**config.mk**
```make
export PLATFORM = sky130hd
export DESIGN_NAME = coef_lut_arbiter
export DESIGN_NICKNAME = d
export VERILOG_FILES = /design/src/rtl/coef_lut_arbiter.sv
export SDC_FILE = /design/constraint.sdc
export NUM_CORES = 1
export LEC_CHECK = 0
export ABC_AREA = 1
export BUFFER_PORTS_ARGS = -buffer_cell sky130_fd_sc_hd__clkbuf_2
export CAP_MARGIN = 5
export CORE_MARGIN = 5
export CORE_UTILIZATION = 25
export CTS_BUF_LIST = sky130_fd_sc_hd__clkbuf_2
export DETAILED_ROUTE_END_ITERATION = 12
export PLACE_DENSITY = 0.6
export SKIP_LAST_GASP = 1
export SLEW_MARGIN = 10
export SYNTH_ARGS = -nofsm -noshare
export SYNTH_HDL_FRONTEND = slang
export SYNTH_SLANG_ARGS = --single-unit
```
**constraint.sdc**
```tcl
create_clock -name clk -period 2.4 [get_ports clk]
set_input_delay 0.24 -clock clk [delete_from_list [all_inputs] [get_ports clk]]
set_output_delay 0.24 -clock clk [all_outputs]
set_load 0.02 [all_outputs]
```
**src/rtl/coef_lut_arbiter.sv**
```systemverilog
// Round-robin arbiter sharing one registered-read coefficient LUT among NUM_REQ requesters.
// Define COEF_RELOAD_EN to add the runtime coefficient load port (loads take absolute priority).
module coef_lut_arbiter #(
    parameter int NUM_REQ     = 4,
    parameter int DATA_WIDTH  = 32,
    parameter int ADDR_WIDTH  = 12,
    parameter int DEPTH       = 3584,
    parameter int LUT_LATENCY = 1
) (
    input  logic                          clk,
    input  logic                          rst,
    input  logic [NUM_REQ-1:0]            req_valid,
    input  logic [NUM_REQ*ADDR_WIDTH-1:0] req_addr,
    output logic [NUM_REQ-1:0]            req_ready,
    output logic [NUM_REQ-1:0]            rsp_valid,
    output logic [DATA_WIDTH-1:0]         rsp_data,
    output logic [ADDR_WIDTH-1:0]         lut_address,
    output logic                          lut_rden,
    output logic                          lut_wren,
    output logic [DATA_WIDTH-1:0]         lut_data,
    input  logic [DATA_WIDTH-1:0]         lut_q
`ifdef COEF_RELOAD_EN
    ,
    input  logic                          ld_valid,
    input  logic [ADDR_WIDTH-1:0]         ld_addr,
    input  logic [DATA_WIDTH-1:0]         ld_data,
    output logic                          ld_ready
`endif
);

    localparam int PTR_W = (NUM_REQ > 1) ? $clog2(NUM_REQ) : 1;
    localparam int TAG_D = LUT_LATENCY + 1;
    localparam logic [ADDR_WIDTH:0] DEPTH_L = (ADDR_WIDTH+1)'(DEPTH);

    function automatic logic [PTR_W-1:0] ptr_add(input logic [PTR_W-1:0] base, input int off);
        int sum;
        sum = 32'(base) + off;
        sum = (sum >= NUM_REQ) ? (sum - NUM_REQ) : sum;
        return PTR_W'(sum);
    endfunction

    function automatic logic addr_ok(input logic [ADDR_WIDTH-1:0] a);
        return ({1'b0, a} < DEPTH_L);
    endfunction

    function automatic logic [NUM_REQ-1:0] onehot(input logic [PTR_W-1:0] idx);
        logic [NUM_REQ-1:0] v;
        v      = '0;
        v[idx] = 1'b1;
        return v;
    endfunction

    logic [PTR_W-1:0]      rr_ptr_r;
    logic [PTR_W-1:0]      grant_idx_s;
    logic [PTR_W-1:0]      cand_s;
    logic                  grant_found_s;
    logic                  block_s;
    logic                  rd_hs_s;
    logic [ADDR_WIDTH-1:0] grant_addr_s;
    logic                  tag_valid_r [TAG_D];
    logic [PTR_W-1:0]      tag_idx_r   [TAG_D];
    logic                  tag_oor_r   [TAG_D];

`ifdef COEF_RELOAD_EN
    logic ld_hs_s;
    assign ld_ready = ~rst;
    assign ld_hs_s  = ld_valid & ~rst;
    // A load in the same cycle steals the LUT slot, so no read may be granted.
    assign block_s  = rst | ld_hs_s;
`else
    assign block_s  = rst;
`endif

    // Cyclic search from rr_ptr_r; scanning downward leaves the lowest offset as winner.
    always_comb begin
        grant_found_s = 1'b0;
        grant_idx_s   = rr_ptr_r;
        cand_s        = rr_ptr_r;
        for (int k = NUM_REQ - 1; k >= 0; k--) begin
            cand_s = ptr_add(rr_ptr_r, k);
            if (req_valid[cand_s]) begin
                grant_found_s = 1'b1;
                grant_idx_s   = cand_s;
            end else begin
                grant_found_s = grant_found_s;
                grant_idx_s   = grant_idx_s;
            end
        end
    end

    assign rd_hs_s      = grant_found_s & ~block_s;
    assign grant_addr_s = req_addr[grant_idx_s*ADDR_WIDTH +: ADDR_WIDTH];

    // One-hot grant to the selected requester.
    always_comb begin
        req_ready = '0;
        if (rd_hs_s) begin
            req_ready = onehot(grant_idx_s);
        end else begin
            req_ready = '0;
        end
    end

    // Round-robin pointer moves past each granted requester.
    always_ff @(posedge clk) begin
        if (rst) begin
            rr_ptr_r <= '0;
        end else if (rd_hs_s) begin
            rr_ptr_r <= ptr_add(grant_idx_s, 1);
        end else begin
            rr_ptr_r <= rr_ptr_r;
        end
    end

    // LUT address/read-enable issue register; out-of-range reads keep rden low.
    always_ff @(posedge clk) begin
        if (rst) begin
            lut_address <= '0;
            lut_rden    <= 1'b0;
`ifdef COEF_RELOAD_EN
        end else if (ld_hs_s) begin
            lut_rden    <= 1'b0;
            lut_address <= addr_ok(ld_addr) ? ld_addr : lut_address;
`endif
        end else if (rd_hs_s) begin
            lut_address <= grant_addr_s;
            lut_rden    <= addr_ok(grant_addr_s);
        end else begin
            lut_address <= lut_address;
            lut_rden    <= 1'b0;
        end
    end

`ifdef COEF_RELOAD_EN
    // Write issue register for reloads; loads beyond DEPTH are dropped.
    always_ff @(posedge clk) begin
        if (rst) begin
            lut_wren <= 1'b0;
            lut_data <= '0;
        end else if (ld_hs_s && addr_ok(ld_addr)) begin
            lut_wren <= 1'b1;
            lut_data <= ld_data;
        end else begin
            lut_wren <= 1'b0;
            lut_data <= lut_data;
        end
    end
`else
    assign lut_wren = 1'b0;
    assign lut_data = '0;
`endif

    // Tag shift register aligns {valid, requester, out-of-range} with lut_q.
    always_ff @(posedge clk) begin
        if (rst) begin
            for (int k = 0; k < TAG_D; k++) begin
                tag_valid_r[k] <= 1'b0;
                tag_idx_r[k]   <= '0;
                tag_oor_r[k]   <= 1'b0;
            end
        end else begin
            tag_valid_r[0] <= rd_hs_s;
            tag_idx_r[0]   <= grant_idx_s;
            tag_oor_r[0]   <= ~addr_ok(grant_addr_s);
            for (int k = 1; k < TAG_D; k++) begin
                tag_valid_r[k] <= tag_valid_r[k-1];
                tag_idx_r[k]   <= tag_idx_r[k-1];
                tag_oor_r[k]   <= tag_oor_r[k-1];
            end
        end
    end

    // Response register; data holds between responses.
    always_ff @(posedge clk) begin
        if (rst) begin
            rsp_valid <= '0;
            rsp_data  <= '0;
        end else if (tag_valid_r[TAG_D-1]) begin
            rsp_valid <= onehot(tag_idx_r[TAG_D-1]);
            rsp_data  <= tag_oor_r[TAG_D-1] ? '0 : lut_q;
        end else begin
            rsp_valid <= '0;
            rsp_data  <= rsp_data;
        end
    end

endmodule

```
* Word-level counts from Yosys, hierarchy flattened
Memories as Yosys holds them, arrays and structs flattened. Index checks and enable logic that the tools add are counted. Widths: inputs -> output; s select.
Storage, ports and cells: input port bits 86, memory bits (writable) 8, memories kept 3, logic and storage cells 84, register bits after elaboration 51
Cells by class: multipliers 1, shift operators 1, reduce and logical (&&, ||, !) cells 4, $lt $le $gt $ge 14, add/subtract/negate cells 9, bitwise logic cells 11, muxes and demuxes 36
Memories:
- tag_idx_r | depth 2, width 2, read ports 2, clocked after memory_dff 0, wr ports 2, RTL line 61 | logic [PTR_W-1:0] tag_idx_r [TAG_D];
- tag_oor_r | depth 2, width 1, read ports 2, clocked after memory_dff 0, wr ports 2, RTL line 62 | logic tag_oor_r [TAG_D];
- tag_valid_r | depth 2, width 1, read ports 2, clocked after memory_dff 0, wr ports 2, RTL line 60 | logic tag_valid_r [TAG_D];
Operators with widths (count):
- $shiftx 48x7->12 | 1
- $mux 32 | 1
- $mux 2 | 11
- $lt 2x3->1 const B | 6
- $mux 1 | 17
- $ge 3x3->1 const B | 4
- $lt 12x12->1 const B | 1
- $sub 2x1->2 const B | 5
- $bmux 1 s2 | 4
- $add 2x1->3 const B | 2
- $add 2x2->3 const B | 2
- $or 1x1->1 | 6
- $demux 1 s2 | 2
- $ge 2x1->1 const B | 2
- $mul 2x2->4 const B | 1
- $mux 4 | 1
- $not 1->1 | 4
- $reduce_or 2->1 | 2
- $ge 2x3->1 const B | 1
- $logic_and 1x1->1 | 2
- $and 1x1->1 | 1

* Depth between registers and ports, before layout
word-level depth 14, gate-level depth with buffers 16, depth with buffers taken out 16

* Worst setup path before layout
OpenSTA, ideal clock, no wires.
path kind register -> output, from register rr_ptr_r[0], to output port req_ready[1], data required time 2.160 ns, cell stages (with the launch flop) 14, arrival 1.740 ns, setup slack 0.420 ns, path through dfxtp_1 buf_6 nand2_1 nand3_1 nand2_1 inv_1 nand2_1 nand2_2 nand3_2 nand2_4 buf_4 ha_1 inv_1 nor2_1
Between the ends: longest elaborated chain between the ends 14, elaborated cells on any way between the ends 38, those cells by class add/sub: 7; order compare: 6; mux: 23; bitwise: 1; reduce/logical: 1
Ends and longest elaborated chain:
- start, declared | RTL line 53 | logic [PTR_W-1:0] rr_ptr_r;
- start signal, assigned | RTL line 109 | rr_ptr_r <= ptr_add(grant_idx_s, 1);
- start signal, assigned | RTL line 111 | rr_ptr_r <= rr_ptr_r;
- $add 2x2->3 | RTL line 37 | sum = 32'(base) + off;
- $ge 3x3->1 / $sub 2x1->2 (equally long branches) | RTL line 38 | sum = (sum >= NUM_REQ) ? (sum - NUM_REQ) : sum;
- $mux 2 | RTL line 38
- $bmux 1 s2 | RTL line 81 | if (req_valid[cand_s]) begin
- $mux 1 (not written as such) | RTL line 81
- $mux 2 (3 in series) | RTL line 81
- $mux 2 * | RTL line 81
- net grant_idx_s[0] | RTL line 54 | logic [PTR_W-1:0] grant_idx_s;
- $lt 2x3->1 (not written as such) / $ge 2x1->1 (equally long branches) | RTL line 49 | v[idx] = 1'b1;
- $logic_and 1x1->1 (not written as such) | RTL line 49
- $mux 1 (not written as such) | RTL line 49
- $demux 1 s2 * | RTL line 49
- $mux 4 * | RTL line 97 | if (rd_hs_s) begin
- end, declared | RTL line 14 | output logic [NUM_REQ-1:0] req_ready,
Mark *: on every way through the listed nets, which the timed path passes. The rest lies on a longest branch. The select of a mux whose other input is x is not followed.

* Worst setup path after layout
from register rr_ptr_r[0], to output port req_ready[2]
Between the ends: longest elaborated chain between the ends 14, elaborated cells on any way between the ends 38, those cells by class add/sub: 7; order compare: 6; mux: 23; bitwise: 1; reduce/logical: 1
Ends and longest elaborated chain (RTL line):
- $add 2x2->3 | 37
- $ge 3x3->1 / $sub 2x1->2 (equally long branches) | 38
- $mux 2 | 38
- $bmux 1 s2 | 81
- $mux 1 (not written as such) | 81
- $mux 2 (4 in series) | 81
- $lt 2x3->1 (not written as such) / $ge 2x1->1 (equally long branches) | 49
- $logic_and 1x1->1 (not written as such) | 49
- $mux 1 (not written as such) | 49
- $demux 1 s2 | 49
- $mux 4 * | 97
Mark *: on every way between the ends. The rest lies on a longest branch, timed or not. The select of a mux whose other input is x is not followed.

==> metrics.cfg <==
[run_status]
outcome=completed

[hold_path]
hold_path.class=primary input to flop
holdPathStages=5
min_from=req_addr[25]
hold_end=lut_address[1]

[yosys]
muxShareOfSynthArea_pct=0
synth_edf_count=0
yosysTopAreaCell=dfxtp_1
syn_inst=432
postSynthRegisterBits=59
synth_cell_types=22
ys_top_cells_by_area=dfxtp_1, nand2_1, nand3_1, buf_4, a21oi_1
synth_compound_area_share_pct=7.70
yosysWarnings=0
synth_fa_ha_area_share_pct=1.67
synthTopCellsByCount=nand2_1, nand3_1, dfxtp_1
synth_xor_area_share_pct=0
synth_top_family_by_area=simple AND/OR/NAND/NOR gates
yosysSeqAreaShare_pct=39.5
netlist_area_mm2=0.00299
synthArstFlopShare_pct=0
yosysMostFrequentCell=nand2_1
synthSimpleGateAreaFrac_pct=33.3
synth.avg_cell_area_um2=6.92
yosysTopAreaCellShare_pct=39.5
synthFlopType=dfxtp_1

[timing]
slew_violations=0
layout_min_cycle_time_ns=2.38
finalHoldViolCount=0
fin_worst_skew_ns=0.0201
setup_viol=0
setup_ws_ns=0.0201
fmax_mhz=420
finalCritPeriodShare_pct=99.2
tightest_slew_ns=0.976
slew_headroom_pct=34.9
rsz0062_at_grt=true

[clocking]
insertion_delay_ns=0.45
cts_root_buffer=clkbuf_2
numCtsBuffers=9
tritoncts=built
path_clk_slew_ns=0.16
ctsHtreeMaxLevel=3
clock-sinks=59
clockBufferDepth=2

[critical_path]
reg2regPathDepth=18
crit_family=simple AND/OR/NAND/NOR gates
path_class=flop to output port
cp.depth=15
path_buf_inv=4
cp.required_ns=2.16
cp_max_fo=4
crit_start=rr_ptr_r[0]
slowest_stage=dfxtp_4
path_cells=buf_12, nand2_4, nand2_4, nand2_2, o21ai_1, nand2_1, nand2_1, nand2_1, nand2_1, nand2_2, buf_6, ha_4, inv_2, nor2_2, buf_6
r2r_slack_ns=0.31
cpMostUsedCell=nand2_1
critPathLaunchType=flop
cpPeakStageDelay_ns=0.41
worst_r2r_endpoint=lut_rden
r2r-start=rr_ptr_r[0]
worstPathArrival_ns=2.14
endpoint_kind=output port

[floorplanning]
core_area_mm2=0.0119
die_w_um=119
start_util_pct=25.2
die_area_mm2=0.0142
die_h_um=119
pin_count=172
rows=40

[power_and_ir_drop]
max-vdd-ir-drop_mv=0.962
power_frac_seq_pct=25.4
pwr-share-clk_pct=8.9
total_power_mw=5.28
power_density_mw_per_mm2=1170
switching_power_mw=2.54
p_sw_share_pct=48.2
p_leak_nw=2.30
p_int_mw=2.74
combPwrFrac_pct=65.8

[flow_run]
maxCapViolCount=0

[route]
dr_wl_met3_um=721
drt_iter0_drc=148
wl_per_cell_um=12.7
wl_met2_mm=4.50
drc=0
vias=3304
top_layer=met4
viasPerCell=4.30
ant_nets=0
m1WireLength_mm=4.18
wirelength_mm=9.73
first_pass_iters=4

[placed_design]
hpwl_mm=6.59
placed_area_mm2=0.00366
place_inst=700
pre_cts_ws_ns=0.106
place_congestion=0.830
port_buffers=138

[grt]
grt_antenna_before_repair=0
grt_first_pass_wirelength_mm=15.1
first_global_vias=3301
overflow=0
grt_max_degree=34
grt_use_total_pct=13.0

[finish]
antenna_cells=0
fin_util_pct=38.0
final_area_mm2=0.00451
instances_no_fill=768
synthToLayoutAreaGrowth_pct=50.9
nets=707
layout-drive-gt1-share_pct=38.5

-- what timing repair did --
item                                    4_1_cts  5_1_grt
endpoints found under the setup margin        4        4
setup buffers                                13        8
hold buffers                                 32        0
endpoints found under the hold margin        32        0
pin swaps                                     9       27
resized for setup                            27       65
-- worst max-delay path by stage --
stage                         to  slack [ns]
finish              req_ready[2]        0.02
global route        req_ready[2]       -0.17
CTS                 req_ready[2]       -0.07
detailed placement  req_ready[0]        0.11
global placement    req_ready[0]        0.24
floorplan           req_ready[1]        0.42
-- sequential cells by signal (all words and copies together) (netlist names) --
name,flops
lut_address,12
lut_rden,1
rsp_data,32
rr_ptr_r,2
tag_oor_r,2
tag_valid_r,2
tag_idx_r,4
rsp_valid,4
-- layout by cell type (no fill, tap or decap), types with 5 or more instances in the layout --
cell type,count
clkbuf_2,145
nand2_4,9
nand3_1,80
dfxtp_1,57
nand2_1,94
buf_4,25
conb_1,33
nand2_2,18
a21oi_1,34
o21ai_0,5
inv_1,27
inv_2,9
buf_6,7
nor2_1,9
dlygate4sd3_1,32
-- area by class of cell --
class / count / area [um^2]
timing repair buffer: 199 / 1280
clock buffer: 11 / 55.1
multi-input combinational: 308 / 1620
clock inverter: 4 / 18.8
inverter: 40 / 168
sequential: 59 / 1190
fill: 1218 / 7350
tap: 147 / 184
-- per-stage QoR --
| stage | hold WS (ns) | TNS [ns] |
|---|---|---|
| 4_1_cts | 0.0217 | -0.265 |
| 5_1_grt | 0.0427 | -0.608 |
| 3_5_place_dp | 0.393 | 0 |
| 6_report | 0.102 | 0 |
| 2_1_floorplan | 0.388 | 0 |
| 3_3_place_gp | 0.391 | 0 |
-- kinds of logic after synthesis --
logic type,Yosys count
simple gates,227
other cells,1
fa+ha+maj,4
flops,59
buf+inv,97
compound gates,44
-- per-layer routing --
| metal | GRT usage [%] | up-vias |
|---|---|---|
| li1 | - | 1686 |
| met1 | 15.7 | 1426 |
| met2 | 20.5 | 159 |
| met3 | 3.56 | 33 |
| met4 | 8.09 | 0 |
| met5 | 0 | - |
-- power by group through the flow --
| stage | clock network, mW | registers (mW) | logic (mW) |
|---|---|---|---|
| 2_1_floorplan | 0 | 1.51 | 1.74 |
| 3_3_place_gp | 0 | 1.35 | 2.37 |
| 3_5_place_dp | 0 | 1.35 | 2.41 |
| 4_1_cts | 0.504 | 1.33 | 2.88 |
| 5_1_grt | 0.553 | 1.37 | 3.85 |
| 6_report | 0.468 | 1.34 | 3.47 |
-- tightest hold or removal path: cells and delay by family --
kind / cells / cell delay (ns)
buf+inv: 1 / 0.08
simple gates: 4 / 0.21
Note: power is estimated with default switching activity, not from simulation.
